### config.mk
export PLATFORM = sky130hd
export DESIGN_NAME = display_scan_ctrl
export DESIGN_NICKNAME = d
export VERILOG_FILES = /design/src/rtl/display_scan_ctrl.sv
export SDC_FILE = /design/constraint.sdc
export NUM_CORES = 1
export LEC_CHECK = 0
export CORE_ASPECT_RATIO = 0.5
export CORE_MARGIN = 2
export CORE_UTILIZATION = 50
export CTS_CLUSTER_SIZE = 12
export DETAILED_ROUTE_END_ITERATION = 10
export MAX_ROUTING_LAYER = met4
export PLACE_DENSITY = 0.7
export SYNTH_ARGS = -nofsm -noshare
export SYNTH_HDL_FRONTEND = slang
export SYNTH_SLANG_ARGS = --single-unit
### constraint.sdc
create_clock -name clk -period 7.1 [get_ports clk]
set_input_delay 1.775 -clock clk [delete_from_list [all_inputs] [get_ports clk]]
set_output_delay 1.775 -clock clk [all_outputs]
set_load 0.1 [all_outputs]
### src/rtl/display_scan_ctrl.sv
// -----------------------------------------------------------------------------
// display_scan_ctrl
//
// Time-multiplexes one BCD-to-7-segment decoder across four common-anode
// digits. A double-buffered 4-digit value (shadow -> active) is swapped only
// at frame boundaries, so a load can never show up half-applied. Each digit
// slot opens with a short dead band (all digits off) to stop ghosting. Each
// digit can also be blanked through en, or blinked through blink_mask.
//
// Ports
//   clk         system clock, single domain
//   rst_n       asynchronous active-low reset
//   load        single-cycle strobe; captures din
//   din[15:0]   four BCD codes, digit0 in [3:0] ... digit3 in [15:12]
//   en[3:0]     per-digit enable (1 = shown), sampled live
//   blink_mask  per-digit blink select, sampled live
//   code[3:0]   to decoder inputs, code[3] = A (MSB)
//   dig_n[3:0]  digit enables, active low, at most one low
//   pending     shadow holds a value not yet displayed
//   frame_tick  one-cycle pulse on the last cycle of each frame
//
// Handshake: load is a plain strobe with no ready. Every cycle with load
// high is accepted, and a later load overwrites an earlier one.
//
// All outputs are flops. Their next values come from the next-state values
// of cnt/idx/phase/active. This keeps every output consistent with the state
// of the cycle it appears in, with no input-to-output combinational path.
// -----------------------------------------------------------------------------
module display_scan_ctrl #(
    parameter int SCAN_DIV  = 50000,
    parameter int DEAD_CYC  = 2,
    parameter int BLINK_DIV = 125
) (
    input  logic        clk,
    input  logic        rst_n,
    input  logic        load,
    input  logic [15:0] din,
    input  logic [3:0]  en,
    input  logic [3:0]  blink_mask,
    output logic [3:0]  code,
    output logic [3:0]  dig_n,
    output logic        pending,
    output logic        frame_tick
);

    localparam int CW = $clog2(SCAN_DIV);
    localparam int BW = (BLINK_DIV > 1) ? $clog2(BLINK_DIV) : 1;

    localparam logic [CW-1:0] CNT_LAST  = CW'(SCAN_DIV - 1);
    localparam logic [CW-1:0] CNT_DEAD  = CW'(DEAD_CYC);
    localparam logic [BW-1:0] BCNT_LAST = BW'(BLINK_DIV - 1);

    // Slot FSM: DEAD for the first DEAD_CYC cycles of a slot, DRIVE for the rest.
    typedef enum logic {
        SLOT_DEAD  = 1'b0,
        SLOT_DRIVE = 1'b1
    } slot_t;

    slot_t          slot_q, slot_d;
    logic [CW-1:0]  cnt_q, cnt_d;
    logic [1:0]     idx_q, idx_d;
    logic [15:0]    shadow_q, shadow_d;
    logic [15:0]    active_q, active_d;
    logic           pending_d;
    logic [BW-1:0]  bcnt_q, bcnt_d;
    logic           phase_q, phase_d;
    logic [3:0]     code_d;
    logic [3:0]     dig_n_d;
    logic           frame_tick_d;
    logic           slot_wrap;
    logic           frame_end;
    logic           blanked;

    // -------------------------------------------------------------------------
    // State register
    // -------------------------------------------------------------------------
    always_ff @(posedge clk or negedge rst_n) begin
        if (!rst_n) begin
            slot_q     <= (DEAD_CYC > 0) ? SLOT_DEAD : SLOT_DRIVE;
            cnt_q      <= '0;
            idx_q      <= 2'd0;
            shadow_q   <= 16'h0000;
            active_q   <= 16'h0000;
            pending    <= 1'b0;
            bcnt_q     <= '0;
            phase_q    <= 1'b0;
            code       <= 4'h0;
            dig_n      <= 4'b1111;
            frame_tick <= 1'b0;
        end else begin
            slot_q     <= slot_d;
            cnt_q      <= cnt_d;
            idx_q      <= idx_d;
            shadow_q   <= shadow_d;
            active_q   <= active_d;
            pending    <= pending_d;
            bcnt_q     <= bcnt_d;
            phase_q    <= phase_d;
            code       <= code_d;
            dig_n      <= dig_n_d;
            frame_tick <= frame_tick_d;
        end
    end

    // -------------------------------------------------------------------------
    // Next-state and output logic
    // -------------------------------------------------------------------------
    always_comb begin
        slot_d       = slot_q;
        cnt_d        = cnt_q;
        idx_d        = idx_q;
        shadow_d     = shadow_q;
        active_d     = active_q;
        pending_d    = pending;
        bcnt_d       = bcnt_q;
        phase_d      = phase_q;
        code_d       = 4'h0;
        dig_n_d      = 4'b1111;
        frame_tick_d = 1'b0;
        blanked      = 1'b0;

        slot_wrap = (cnt_q == CNT_LAST);
        frame_end = slot_wrap && (idx_q == 2'd3);

        // Slot prescaler and digit index
        if (slot_wrap) begin
            cnt_d = '0;
            idx_d = idx_q + 2'd1;
        end else begin
            cnt_d = cnt_q + CW'(1);
        end

        // Double buffer. A load on the frame-end cycle bypasses the shadow,
        // so the newest value wins and nothing stale stays pending.
        if (frame_end) begin
            if (load) begin
                active_d  = din;
                shadow_d  = din;
                pending_d = 1'b0;
            end else if (pending) begin
                active_d  = shadow_q;
                pending_d = 1'b0;
            end
            if (bcnt_q == BCNT_LAST) begin
                bcnt_d  = '0;
                phase_d = ~phase_q;
            end else begin
                bcnt_d = bcnt_q + BW'(1);
            end
        end else if (load) begin
            shadow_d  = din;
            pending_d = 1'b1;
        end

        // Slot FSM transitions, evaluated on the next counter value
        case (slot_q)
            SLOT_DEAD:  if (cnt_d >= CNT_DEAD) slot_d = SLOT_DRIVE;
            SLOT_DRIVE: if (cnt_d < CNT_DEAD)  slot_d = SLOT_DEAD;
            default:    slot_d = SLOT_DEAD;
        endcase

        // Output values for the upcoming cycle
        blanked = !en[idx_d] || (blink_mask[idx_d] && phase_d);
        if ((slot_d == SLOT_DRIVE) && !blanked) begin
            dig_n_d[idx_d] = 1'b0;
        end
        code_d       = active_d[{idx_d, 2'b00} +: 4];
        frame_tick_d = (idx_d == 2'd3) && (cnt_d == CNT_LAST);
    end

endmodule
== Yosys cells after proc, flatten, opt, wreduce, memory -nomap -nowiden ==
Cells that the tools add are included.
Widths: inputs -> output; s select.

* Flip-flop bits (word level): 69
* Bits of input ports: 27
* Output and inout port bits: 10
* Word-level logic and storage cells: 56

* Add/sub/neg operators: 3
* Order comparisons: 4
* Equality and inequality tests: 5
* Shifts and indexed selects: 1
* Multiplexer cells: 20
* Bitwise logic cells: 3
* Reduce and logical (&&, ||, !) cells: 9

{| class="wikitable"
|+ Operators with widths
! cell !! count
|-
| $mux 16 || 4
|-
| $eq 16x16->1 const B || 2
|-
| $add 16x1->16 const B || 1
|-
| $ge 16x2->1 const B || 1
|-
| $lt 16x2->1 const B || 1
|-
| $shiftx 16x5->4 || 1
|-
| $mux 1 || 9
|-
| $add 7x1->7 const B || 1
|-
| $eq 7x7->1 const B || 1
|-
| $mux 7 || 1
|-
| $logic_and 1x1->1 || 5
|-
| $bmux 1 s2 || 2
|-
| $eq 2x2->1 const B || 2
|-
| $mux 4 || 1
|-
| $not 4->4 || 1
|-
| $lt 2x3->1 const B || 1
|-
| $add 2x1->2 const B || 1
|-
| $demux 1 s2 || 1
|-
| $ge 2x1->1 const B || 1
|-
| $logic_not 1->1 || 2
|-
| $mux 2 || 1
|-
| $not 1->1 || 2
|-
| $pmux 1 s2 || 1
|-
| $reduce_bool 2->1 || 1
|-
| $logic_or 1x1->1 || 1
|}

== Longest topological paths before layout ==
Gate-level depths: netlist (run 1).

* Depth in word-level cells: 9
* Mapped depth: 9
* Mapped depth without buffers: 8

== Worst setup path after synthesis (run 1) ==
No wires, ideal clock.

* Path type: input to register
* From: input load
* To: register code[1]
* Setup time: 126 ps
* Arrival time: 3,355 ps
* Setup slack: 3,618 ps
* Cell stages on the path: 5
* Buffers on the path: 2
* Cells stage by stage: clkbuf_1 > buf_1 > mux2_2 > mux2_4 > a221o_1

* Word-level cells in the longest chain between the ends: 3

{| class="wikitable"
|+ Ends and longest elaborated chain
! item !! RTL line !! RTL
|-
| from (decl) || 36 || <nowiki>input logic load,</nowiki>
|-
| $mux 16 || 136 || <nowiki>if (load) begin</nowiki>
|-
| $mux 16 || 135 || <nowiki>if (frame_end) begin</nowiki>
|-
| named net active_d[9] || 63 || <nowiki>logic [15:0] active_q, active_d;</nowiki>
|-
| $shiftx 16x5->4 || 167 || <nowiki>code_d = active_d[{idx_d, 2'b00} +: 4];</nowiki>
|-
| named net code_d[1] || 67 || <nowiki>logic [3:0] code_d;</nowiki>
|-
| to (signal assigned) || 99 || <nowiki>code <= code_d;</nowiki>
|-
| to (decl) || 40 || <nowiki>output logic [3:0] code,</nowiki>
|}

The timed path passes the listed nets, and every way through them passes these cells.
A chain may end at the register's enable or synchronous reset.

== Worst setup path in the final report (run 1) ==
* From: input load
* To: register code[3]

* Word-level cells in the longest chain between the ends: 3

{| class="wikitable"
|+ Ends and longest elaborated chain
! item !! RTL line
|-
| $mux 16 || 136
|-
| $mux 16 || 135
|-
| $shiftx 16x5->4 || 167
|-
| named net code_d[3] || 67
|}

The timed path passes the listed nets, and every way through them passes these cells.

==> metrics.md, run 1 <==
| Metric | Value |
|---|---|
| Via count | `about 2.3k` |
| Leading cell type in the layout, fill and taps excluded | `dfrtp_1` |
| Cells along the critical path | `clkdlybuf4s50_1 -> nor2_1 -> nand3b_4 -> mux2i_1 -> o22ai_1 -> a221o_1` |
| CTS clk-pin slew, worst paths | `around 0.060 ns` |
| RSZ-0062 raised after global routing | `false` |
| Worst path max stage delay | `1.00 ns` |
| Hpwl dp | `~4500 um` |
| Most frequent cells in the layout | `dfrtp_1 (65), clkdlybuf4s50_1 (35), mux2_2 (22)` |
| Fillers | `between 400 and 500` |
| Core Footprint | `6260 um^2` |
| Top post-synthesis cells by area | `dfrtp_1 (49%), mux2_2 (7.4%), dfstp_2 (3.2%)` |
| Global-route wire length before repair | `11300 um` |
| CP max FO | `19` |
| Compound-gate portion of the synthesized area | `0.0854` |
| Grt total ovfl | `0` |
| Max IR drop VDD | `96.2 uV` |
| Min cycle time layout | `approximately 3.8 ns` |
| Power per cell area | `between 200 and 250 nW/um^2` |
| GRT Total Usage | `0.213` |
| FP Rows | `20` |
| Max-slew violations | `0` |
| Crit Reg-Reg Startpoint | `cnt_q[0]` |
| Num CTS Buffers | `9` |
| Syn Nets | `330` |
| Min Hold Slack | `around 0.47 ns` |
| Outcome | `complete, no violations` |
| Crit path required time | `7.30 ns` |
| Diode count | `0` |
| Vias/cell | `about 5.5` |
| Max-cap violation count | `0` |
| Worst-margin pin slew | `just over 1 ns` |
| Starting Density | `0.532` |
| WHS Endpoint | `active_q[3]` |
| Crit Path Class | `primary input to flop` |
| Worst Min Path Start | `active_q[3]` |
| DRT antenna net count | `0` |
| Xor/xnor cell area share of the yosys netlist | `0.0448` |
| Post-Route WL | `around 6700 um` |
| WHS Path Cells | `2` |
| CTS tree | `yes` |
| Worst R2R Path Depth | `6` |
| Crit start category | `primary input` |
| Combinational family with the most area after synthesis | `simple AND/OR/NAND/NOR gates` |
| Max Root-Sink Buffers | `2` |
| Layout area overhead | `22.6%` |
| Post-CTS setup repair buffer count | `0` |
| Clock Skews | `between 0.006 and 0.007 ns` |
| Seq cells post-synth | `just under 70` |
| Placer Congestion | `~0.84` |
| Mapped Area | `3330 um^2` |
| Buffers on Ports | `36` |
| Worst setup EP type | `flop` |
| Fin. Hold Viols | `0` |
| Post-synth EDFFs | `0` |
| Sequential fraction of the synthesis area | `0.520` |
| Crit path DAT | `4.01 ns` |
| Largest net degree at the start of global routing | `70` |
| Setup-failing EPs final | `0` |
| Synth async-reset ratio | `1.00` |
| Flop2flop setup slack | `3.87 ns` |
| Final Total Pwr | `0.938 mW` |
| Count of buffer and inverter cells on the critical path | `1` |
| TNS Setup | `0 ns` |
| Synth Flop Type | `dfrtp_1` |
| Iteration-0 DRC Markers | `117` |
| Worst min-delay path class | `flop to flop` |
| Share of cells above drive strength 1 | `0.162` |
| Yosys top cell by area | `dfrtp_1` |
| Full die area | `7360 um^2` |
| Routed len/inst | `about 16 um` |
| Nets | `between 300 and 400` |
| Root Buffer | `clkbuf_16` |
| Final Cycle Share | `0.536` |
| Synthesized area per cell | `11.2 um^2` |
| Top-area cell type share of the netlist area | `0.489` |
| Die span in x | `~120 um` |
| Clock sink total | `a little under 70` |
| Slowest stage cell, crit path | `clkdlybuf4s50_1` |
| Post-synthesis mux area share | `0.118` |
| # hold bufs at CTS | `0` |
| Leak Pwr | `1.95 nW` |
| Core Util, Final | `0.652` |
| Die height | `61.7 um` |
| Crit-path leading delay family | `buffers and inverters` |
| Library cells used by synthesis | `50` |
| Initial antenna violation count | `0` |
| Simple-Gate Fraction of Synth Area | `0.167` |
| Vias in the first global route | `2341` |
| H-tree depth | `3` |
| Ports | `37` |
| Cells after synthesis | `297` |
| RR Endpoint | `code[3]` |
| Drt pass-1 iters | `4` |
| Residual DRC count | `0` |
| Clk Latency, worst-skew pair | `between 0.3 and 0.4 ns` |
| Post-Synth Adder-Cell Area | `0.0226` |
| Post-CTS sizing | `0` |
| Fmax achieved | `approximately 260 MHz` |
| Rel. slew slack | `0.314` |
| Synth warn | `0` |
-- synth_stat cells (7+ instances only) --
cell,count
o21ai_0,8
nand2_1,17
xnor2_1,7
clkbuf_1,8
mux2i_1,7
nor3_1,7
xor2_1,10
inv_1,21
mux2_2,22
nor2_1,20
nand4_1,7
dfrtp_1,65
nand3_1,14
-- worst register-to-register path: cells and delay by family, from the launching register on --
family                     cells  cell delay, ns
DFF                            1            0.44
and+or+nand+nor                3            1.31
adders and majority gates      1            0.26
AOI/OAI and AO/OA              2            1.14
-- through the flow --
stage / cells / setup WS, ns / instance area, um^2
2_1_floorplan: 297 / 3.62 / 3330
3_3_place_gp: 411 / 3.03 / 3750
3_5_place_dp: 411 / 2.98 / 3750
4_1_cts: 427 / 3.28 / 4080
5_1_grt: 427 / 3.10 / 4080
6_report: 427 / 3.29 / 4080
-- kinds of logic after synthesis --
| group | count (synthesis) |
|---|---|
| and+or+nand+nor | 98 |
| muxes | 33 |
| DFF | 69 |
| AOI/OAI and AO/OA | 41 |
| buffers and inverters | 33 |
| xor gates and xnor gates | 17 |
| adders and majority gates | 6 |
-- how the worst max path moves through the flow --
stage / start / end / slack (ns) / depth (start not counted)
2_1_floorplan: load / code[1] / 3.62 / 5
3_3_place_gp: load / code[2] / 3.03 / 5
3_5_place_dp: load / code[3] / 2.98 / 5
4_1_cts: load / code[3] / 3.28 / 5
5_1_grt: load / code[3] / 3.10 / 6
6_report: load / code[3] / 3.29 / 6
-- flip-flops by register name (all words and copies together) (netlist names) --
name / flops
active_q: 16
bcnt_q: 7
frame_tick: 1
pending: 1
code: 4
phase_q: 1
idx_q: 2
cnt_q: 16
shadow_q: 16
slot_q: 1
dig_n: 4
-- per-layer routing --
layer | wire (um) | vias to the layer above | track usage
met5 | 0 | - | -
met4 | 25 | 0 | 0.0672
met3 | 341 | 4 | 0.0741
met2 | 3310 | 53 | 0.363
met1 | 3010 | 1152 | 0.245
li1 | - | 1135 | -
-- where the power goes --
| group | switching [mW] | total, mW | internal, mW |
|---|---|---|---|
| Combinational | 0.0194 | 0.0423 | 0.0228 |
| Clock | 0.172 | 0.491 | 0.319 |
| Sequential | 0.00201 | 0.405 | 0.403 |
| Total | 0.193 | 0.938 | 0.745 |
-- final cells by class --
| cell class | instances | area, um^2 | share of cell area |
|---|---|---|---|
| well taps | 88 | 110 | 0.0270 |
| flip-flops and latches | 69 | 1730 | 0.425 |
| clock inverters | 6 | 93.8 | 0.0230 |
| clock buffers | 10 | 239 | 0.0586 |
| multi-input cells | 195 | 1460 | 0.357 |
| inverters | 21 | 78.8 | 0.0193 |
| repair buffers | 38 | 370 | 0.0908 |
(Power assumes the default switching activity.)
==> run 2: changes to the inputs <==
- clock period: 7.1 -> 3.55 ns (I/O delays scaled with it)
==> run 2 against run 1 <==
Die area is the same. Clock-buffer cell count shrank 1. Utilization is essentially flat. Via count grew 1.7%. First-iteration DRC count shrank 6.0%. Clock power grew 95%. Cell count grew 1.2%. Critical path depth is the same. Register-to-register slack lost 3.1 ns. Largest power group unchanged.
==> metrics.md, run 2 (synthesized netlist as in run 1, its figures left out) <==
| Metric | Value |
|---|---|
| Outcome | `complete, no violations (unchanged)` |
| Max Root-Sink Buffers | `2 (unchanged)` |
| Crit path DAT | `3.03 ns (was 4.01 ns)` |
| Hpwl dp | `4970 um (was 4500 um)` |
| Most frequent cells in the layout | `dfrtp_1 (65), clkdlybuf4s50_1 (25), mux2_2 (22) (was dfrtp_1 (65), clkdlybuf4s50_1 (35), mux2_2 (22))` |
| Global-route wire length before repair | `11600 um (was 11300 um)` |
| Post-route cell area | `4080 um^2 (about the same)` |
| CTS clk-pin slew, worst paths | `0.06 ns (about the same)` |
| Die height | `61.7 um (unchanged)` |
| Starting Density | `0.532 (unchanged)` |
| Via count | `2383 (was 2344)` |
| Full die area | `7360 um^2 (unchanged)` |
| Post-CTS sizing | `0 (unchanged)` |
| GRT Total Usage | `0.220 (was 0.213)` |
| Share of cells above drive strength 1 | `0.203 (was 0.162)` |
| Crit start category | `flop (was primary input)` |
| # hold bufs at CTS | `0 (unchanged)` |
| Vias in the first global route | `2388 (was 2341)` |
| Max-cap violation count | `0 (unchanged)` |
| Grt total ovfl | `0 (unchanged)` |
| Flop pwr share | `0.437 (was 0.432)` |
| Top flop regs | `active_q: 16 flops, cnt_q: 16 flops, shadow_q: 16 flops (unchanged)` |
| Fmax achieved | `roughly 350 MHz` |
| Setup-failing EPs final | `0 (unchanged)` |
| Core Footprint | `6260 um^2 (unchanged)` |
| Placer Congestion | `0.802 (was 0.838)` |
| Worst min-delay path class | `flop to flop (unchanged)` |
| Placed Cells | `416 (was 411)` |
| Diode count | `0 (unchanged)` |
| Rel. slew slack | `0.536 (was 0.314)` |
| Layout area overhead | `22.7% (was 22.6%)` |
| Logic pwr share | `0.047 (was 0.045)` |
| Largest net degree at the start of global routing | `31 (was 70)` |
| RSZ-0062 raised after global routing | `false (unchanged)` |
| Uppermost layer routed | `met4 (unchanged)` |
| Routed wl met3 | `411 um (was 341 um)` |
| Max IR drop VDD | `214 uV (was 96.2 uV)` |
| Crit Path Class | `flop to flop (was primary input to flop)` |
| Post-Route WL | `7070 um (was 6690 um)` |
| Worst slack, placed | `0.509 ns (was 2.98 ns)` |
| Clock Skews | `0.00685 ns (was 0.00651 ns)` |
| Die span in x | `119 um (unchanged)` |
| Clock sink total | `69 (unchanged)` |
| CP max FO | `7 (was 19)` |
| Pint | `1.47 mW (was 0.745 mW)` |
| Worst setup margin | `0.727 ns (was 3.29 ns)` |
| Buffers on Ports | `36 (unchanged)` |
| Met2 routed WL | `3540 um (was 3310 um)` |
| Sw power | `0.386 mW (was 0.193 mW)` |
| Sw frac | `0.208 (was 0.206)` |
| Cells along the critical path | `or4_4 -> nor4_1 -> nor3_1 -> a21oi_1 -> o22ai_1 -> a221o_1 (was clkdlybuf4s50_1 -> nor2_1 -> nand3b_4 -> mux2i_1 -> o22ai_1 -> a221o_1)` |
| Final Cycle Share | `0.795` |
| Crit path required time | `3.76 ns (was 7.30 ns)` |
| CTS tree | `yes (unchanged)` |
| Post-DP Area | `3760 um^2 (was 3750 um^2)` |
| Residual DRC count | `0 (unchanged)` |
| FP Rows | `20 (unchanged)` |
| DRT antenna net count | `0 (unchanged)` |
| Worst setup EP type | `flop (unchanged)` |
| Worst-margin pin slew | `0.689 ns (was 1.02 ns)` |
| Post-CTS setup repair buffer count | `0 (unchanged)` |
| Initial antenna violation count | `0 (unchanged)` |
| Max-slew violations | `0 (unchanged)` |
| Clock power frac | `0.516 (was 0.523)` |
| Iteration-0 DRC Markers | `110 (was 117)` |
| Root Buffer | `clkbuf_16 (unchanged)` |
| Routed len/inst | `16.4 um (was 15.7 um)` |
| Fin. Hold Viols | `0 (unchanged)` |
| Nets | `372 (was 367)` |
| Slowest stage cell, crit path | `nor4_1 (was clkdlybuf4s50_1)` |
| Finished Layout Cells | `432 (was 427)` |
| Num CTS Buffers | `9 (unchanged)` |
| Vias/cell | `5.52 (was 5.49)` |
| H-tree depth | `3 (unchanged)` |
| Power per cell area | `454 nW/um^2 (was 230 nW/um^2)` |
| Drt pass-1 iters | `4 (unchanged)` |
| Clk Latency, worst-skew pair | `0.33 ns (about the same)` |
| Final Total Pwr | `1.85 mW (was 0.938 mW)` |
| TNS Setup | `0 ns (unchanged)` |
| Fillers | `475 (was 481)` |
| Ports | `37 (unchanged)` |
| Leak Pwr | `1.97 nW (was 1.95 nW)` |
| WL met1 | `3070 um (was 3010 um)` |
| Worst path max stage delay | `0.64 ns (was 1.00 ns)` |
| Min cycle time layout | `about 2.8 ns` |
| Leading cell type in the layout, fill and taps excluded | `dfrtp_1 (unchanged)` |
==> run 2: cell types whose count changed in the layout (fill, tap and decap cells not counted) <==
cell / change
clkdlybuf4s50_1: -10
clkinv_2: +1
clkinvlp_4: +1
clkinv_4: -1
buf_4: +15
clkbuf_8: -1
==> run 2: metal layers <==
layer | up-vias | track usage
met4 | 0 | 0.0538
met5 | - | -
met1 | 1171 | 0.257
met3 | 8 | 0.0676
li1 | 1151 | -
met2 | 53 | 0.385
==> run 2: worst max-delay path, delay by kind of cell (launching register included) <==
kind               cells  cell delay (ns)
DFF                    1             0.46
AOI/OAI and AO/OA      3             0.90
and+or+nand+nor        3             1.34
==> run 2: per-stage QoR <==
| stage | hold WS, ns | utilization |
|---|---|---|
| after floorplan | 0.434 | - |
| after global placement | 0.450 | 0.601 |
| after detailed placement | 0.464 | 0.601 |
| after CTS | 0.477 | 0.652 |
| after global routing | 0.487 | 0.652 |
| final | 0.476 | 0.652 |
==> run 2: path summary, 6_finish.rpt <==
path / start / endpoint / slack (ns) / depth (start not counted)
worst min register to register: bcnt_q[5] / bcnt_q[5] / 0.48 / 1
worst max register to register: cnt_q[5] / code[3] / 0.73 / 6
min in group asynchronous: rst_n / cnt_q[1] / 0.51 / 1
worst max-delay path: cnt_q[5] / code[3] / 0.73 / 6
max in group asynchronous: rst_n / code[1] / 2.29 / 2
worst min-delay path: bcnt_q[5] / bcnt_q[5] / 0.48 / 1
==> run 2: power by group through the flow <==
stage | sequential [mW] | clock [mW] | combinational, mW
finish | 0.810 | 0.958 | 0.0871
floorplan | 0.827 | 0 | 0.0296
detailed placement | 0.824 | 0 | 0.0884
CTS | 0.810 | 0.970 | 0.0894
global route | 0.811 | 1.01 | 0.0955
global placement | 0.823 | 0 | 0.0849
==> run 2: final cells by class <==
type,instances,area [um^2],area share
Multi-Input combinational cell,195,1460,0.357
Clock inverter,7,97.6,0.0239
Inverter,21,78.8,0.0193
Sequential cell,69,1730,0.424
Clock buffer,9,225,0.0552
Timing Repair Buffer,43,383,0.0938
Tap cell,88,110,0.0270
==> run 3: changes to the inputs <==
- clock period: 3.55 -> 2.9 ns (I/O delays scaled with it)
==> run 3 against run 2 <==
Global-route usage fell by 0.44 points. Fmax increased by 6.1%. Worst hold slack got worse by 0.095 ns. Die area unchanged. Power up 12%. Register-to-register slack got worse by 0.49 ns. First-iteration DRC count increased by 110%. Critical endpoint is now code[0]. Largest cell class unchanged.
==> metrics.md, run 3 (synthesized netlist as in run 1, its figures left out) <==
| Metric | Value |
|---|---|
| Post-route cell area | `4080 um^2 (about the same)` |
| Crit Reg-Reg Startpoint | `cnt_q[10] (was cnt_q[5])` |
| Post-CTS setup repair buffer count | `0 (unchanged)` |
| DRT antenna net count | `0 (unchanged)` |
| Leak Pwr | `1.98 nW (was 1.97 nW)` |
| Grt total ovfl | `0 (unchanged)` |
| Core Util, Final | `0.652 (about the same)` |
| Max Root-Sink Buffers | `2 (unchanged)` |
| RSZ-0062 raised after global routing | `false (unchanged)` |
| Residual DRC count | `0 (unchanged)` |
| Max IR drop VDD | `379 uV (was 214 uV)` |
| Worst setup EP type | `flop (unchanged)` |
| Clk Latency, worst-skew pair | `0.34 ns (was 0.33 ns)` |
| Crit path required time | `3.12 ns (was 3.76 ns)` |
| CTS clk-pin slew, worst paths | `0.06 ns (about the same)` |
| TNS Setup | `0 ns (unchanged)` |
| Pint | `1.62 mW (was 1.47 mW)` |
| Power per cell area | `511 nW/um^2 (was 454 nW/um^2)` |
| Worst-margin pin slew | `0.543 ns (was 0.689 ns)` |
| Full die area | `7360 um^2 (unchanged)` |
| Crit path DAT | `2.88 ns (was 3.03 ns)` |
| Min Hold Slack | `0.381 ns (was 0.476 ns)` |
| Max-cap violation count | `0 (unchanged)` |
| Num CTS Buffers | `9 (unchanged)` |
| Crit start category | `flop (unchanged)` |
| CP startpoint | `cnt_q[10] (was cnt_q[5])` |
| Worst path max stage delay | `0.59 ns (was 0.64 ns)` |
| Worst slack, placed | `0.253 ns (was 0.509 ns)` |
| Vias/cell | `5.43 (was 5.52)` |
| Root Buffer | `clkbuf_16 (unchanged)` |
| H-tree depth | `3 (unchanged)` |
| Flop2flop setup slack | `0.24 ns (was 0.73 ns)` |
| Most frequent cells in the layout | `dfrtp_1 (65), clkdlybuf4s50_1 (25), mux2_2 (22) (unchanged)` |
| Vias in the first global route | `2361 (was 2388)` |
| Core Footprint | `6260 um^2 (unchanged)` |
| Fmax achieved | `376 MHz (was 354 MHz)` |
| Iteration-0 DRC Markers | `226 (was 110)` |
| Global-route wire length before repair | `11400 um (was 11600 um)` |
| Post-CTS sizing | `0 (unchanged)` |
| Layout area overhead | `22.6% (was 22.7%)` |
| GRT Total Usage | `0.216 (was 0.220)` |
| Via count | `2372 (was 2383)` |
| Diode count | `0 (unchanged)` |
| Post-Route WL | `6720 um (was 7070 um)` |
| Share of cells above drive strength 1 | `0.212 (was 0.203)` |
| Routed len/inst | `15.4 um (was 16.4 um)` |
| Clock power frac | `0.473 (was 0.516)` |
| Sw frac | `0.222 (was 0.208)` |
| Final Cycle Share | `0.917 (was 0.795)` |
| Die span in x | `119 um (unchanged)` |
| Nets | `377 (was 372)` |
| Flop pwr share | `0.476 (was 0.437)` |
| Worst R2R Path Depth | `7 (was 6)` |
| Max-slew violations | `0 (unchanged)` |
| Critical path capture point | `code[0] (was code[3])` |
| Worst setup margin | `0.239 ns (was 0.727 ns)` |
| FP Rows | `20 (unchanged)` |
| Hpwl dp | `4720 um (was 4970 um)` |
| Clock sink total | `69 (unchanged)` |
| Buffers on Ports | `36 (unchanged)` |
| RR Endpoint | `code[0] (was code[3])` |
| Cells along the critical path | `or4bb_1 -> nor4_1 -> buf_4 -> nor2_1 -> a21oi_1 -> o22ai_1 -> a221o_1 (was or4_4 -> nor4_1 -> nor3_1 -> a21oi_1 -> o22ai_1 -> a221o_1)` |
| Sw power | `0.463 mW (was 0.386 mW)` |
| Setup-failing EPs final | `0 (unchanged)` |
| Initial antenna violation count | `0 (unchanged)` |
| Finished Layout Cells | `437 (was 432)` |
| Die height | `61.7 um (unchanged)` |
| CTS tree | `yes (unchanged)` |
| Outcome | `complete, no violations (unchanged)` |
| Largest net degree at the start of global routing | `70 (was 31)` |
| Final Total Pwr | `2.08 mW (was 1.85 mW)` |
| Rel. slew slack | `0.638 (was 0.536)` |
| Top flop regs | `active_q: 16 flops, cnt_q: 16 flops, shadow_q: 16 flops (unchanged)` |
| Placed Cells | `421 (was 416)` |
| Fin. Hold Viols | `0 (unchanged)` |
| Worst min-delay path class | `primary input to asynchronous set/reset pin (was flop to flop)` |
| Post-DP Area | `3810 um^2 (was 3760 um^2)` |
| Ports | `37 (unchanged)` |
| # hold bufs at CTS | `0 (unchanged)` |
| Logic pwr share | `0.051 (was 0.047)` |
| Crit Path Class | `flop to flop (unchanged)` |
| Placer Congestion | `0.855 (was 0.802)` |
| Starting Density | `0.532 (unchanged)` |
| Min cycle time layout | `2.66 ns (was 2.82 ns)` |
| CP max FO | `5 (was 7)` |
| Leading cell type in the layout, fill and taps excluded | `dfrtp_1 (unchanged)` |
| Clock Skews | `0.00567 ns (was 0.00685 ns)` |
| Drt pass-1 iters | `4 (unchanged)` |
| Slowest stage cell, crit path | `or4bb_1 (was nor4_1)` |
[run 3: changes by cell type in the layout (fill, tap and decap cells not counted)]
cell	previous run	this run
clkinvlp_4	2	1
clkinv_4	1	2
buf_4	17	21
buf_12	0	1
clkbuf_1	0	1
bufinv_16	2	0
inv_6	1	0
clkinv_2	1	3
[run 3: metal layers]
layer	wire, um	up-vias	GRT usage
li1	-	1158	-
met3	387	9	0.0824
met1	3090	1158	0.258
met4	89	0	0.0756
met5	0	-	-
met2	3150	47	0.343
[run 3: cell type report]
type	count	area (um^2)
well taps	88	110
fillers	484	2180
inverters	21	78.8
multi-input cells	195	1460
repair buffers	48	433
flip-flops and latches	69	1730
clock inverters	6	40.0
clock buffers	10	229
[run 3: power by group through the flow]
stage | logic, mW | registers (mW) | clock network, mW
2_1_floorplan | 0.0362 | 1.01 | 0
3_3_place_gp | 0.106 | 1.01 | 0
3_5_place_dp | 0.109 | 1.01 | 0
4_1_cts | 0.110 | 0.992 | 1.01
5_1_grt | 0.118 | 0.993 | 1.05
6_report | 0.107 | 0.992 | 0.986
[run 3: how the worst min path moves through the flow]
stage / endpoint / slack [ns] / cells past startpoint
2_1_floorplan: active_q[0] / 0.43 / 0
3_3_place_gp: active_q[3] / 0.45 / 2
3_5_place_dp: active_q[4] / 0.47 / 2
4_1_cts: cnt_q[8] / 0.42 / 2
5_1_grt: bcnt_q[5] / 0.44 / 2
6_report: cnt_q[1] / 0.38 / 2
[run 3: critical path: cells and delay by family, from the launching register on]
family | cells | cell delay, ns
compound gates | 3 | 0.94
buf+inv | 1 | 0.19
flops | 1 | 0.43
simple gates | 3 | 1.00
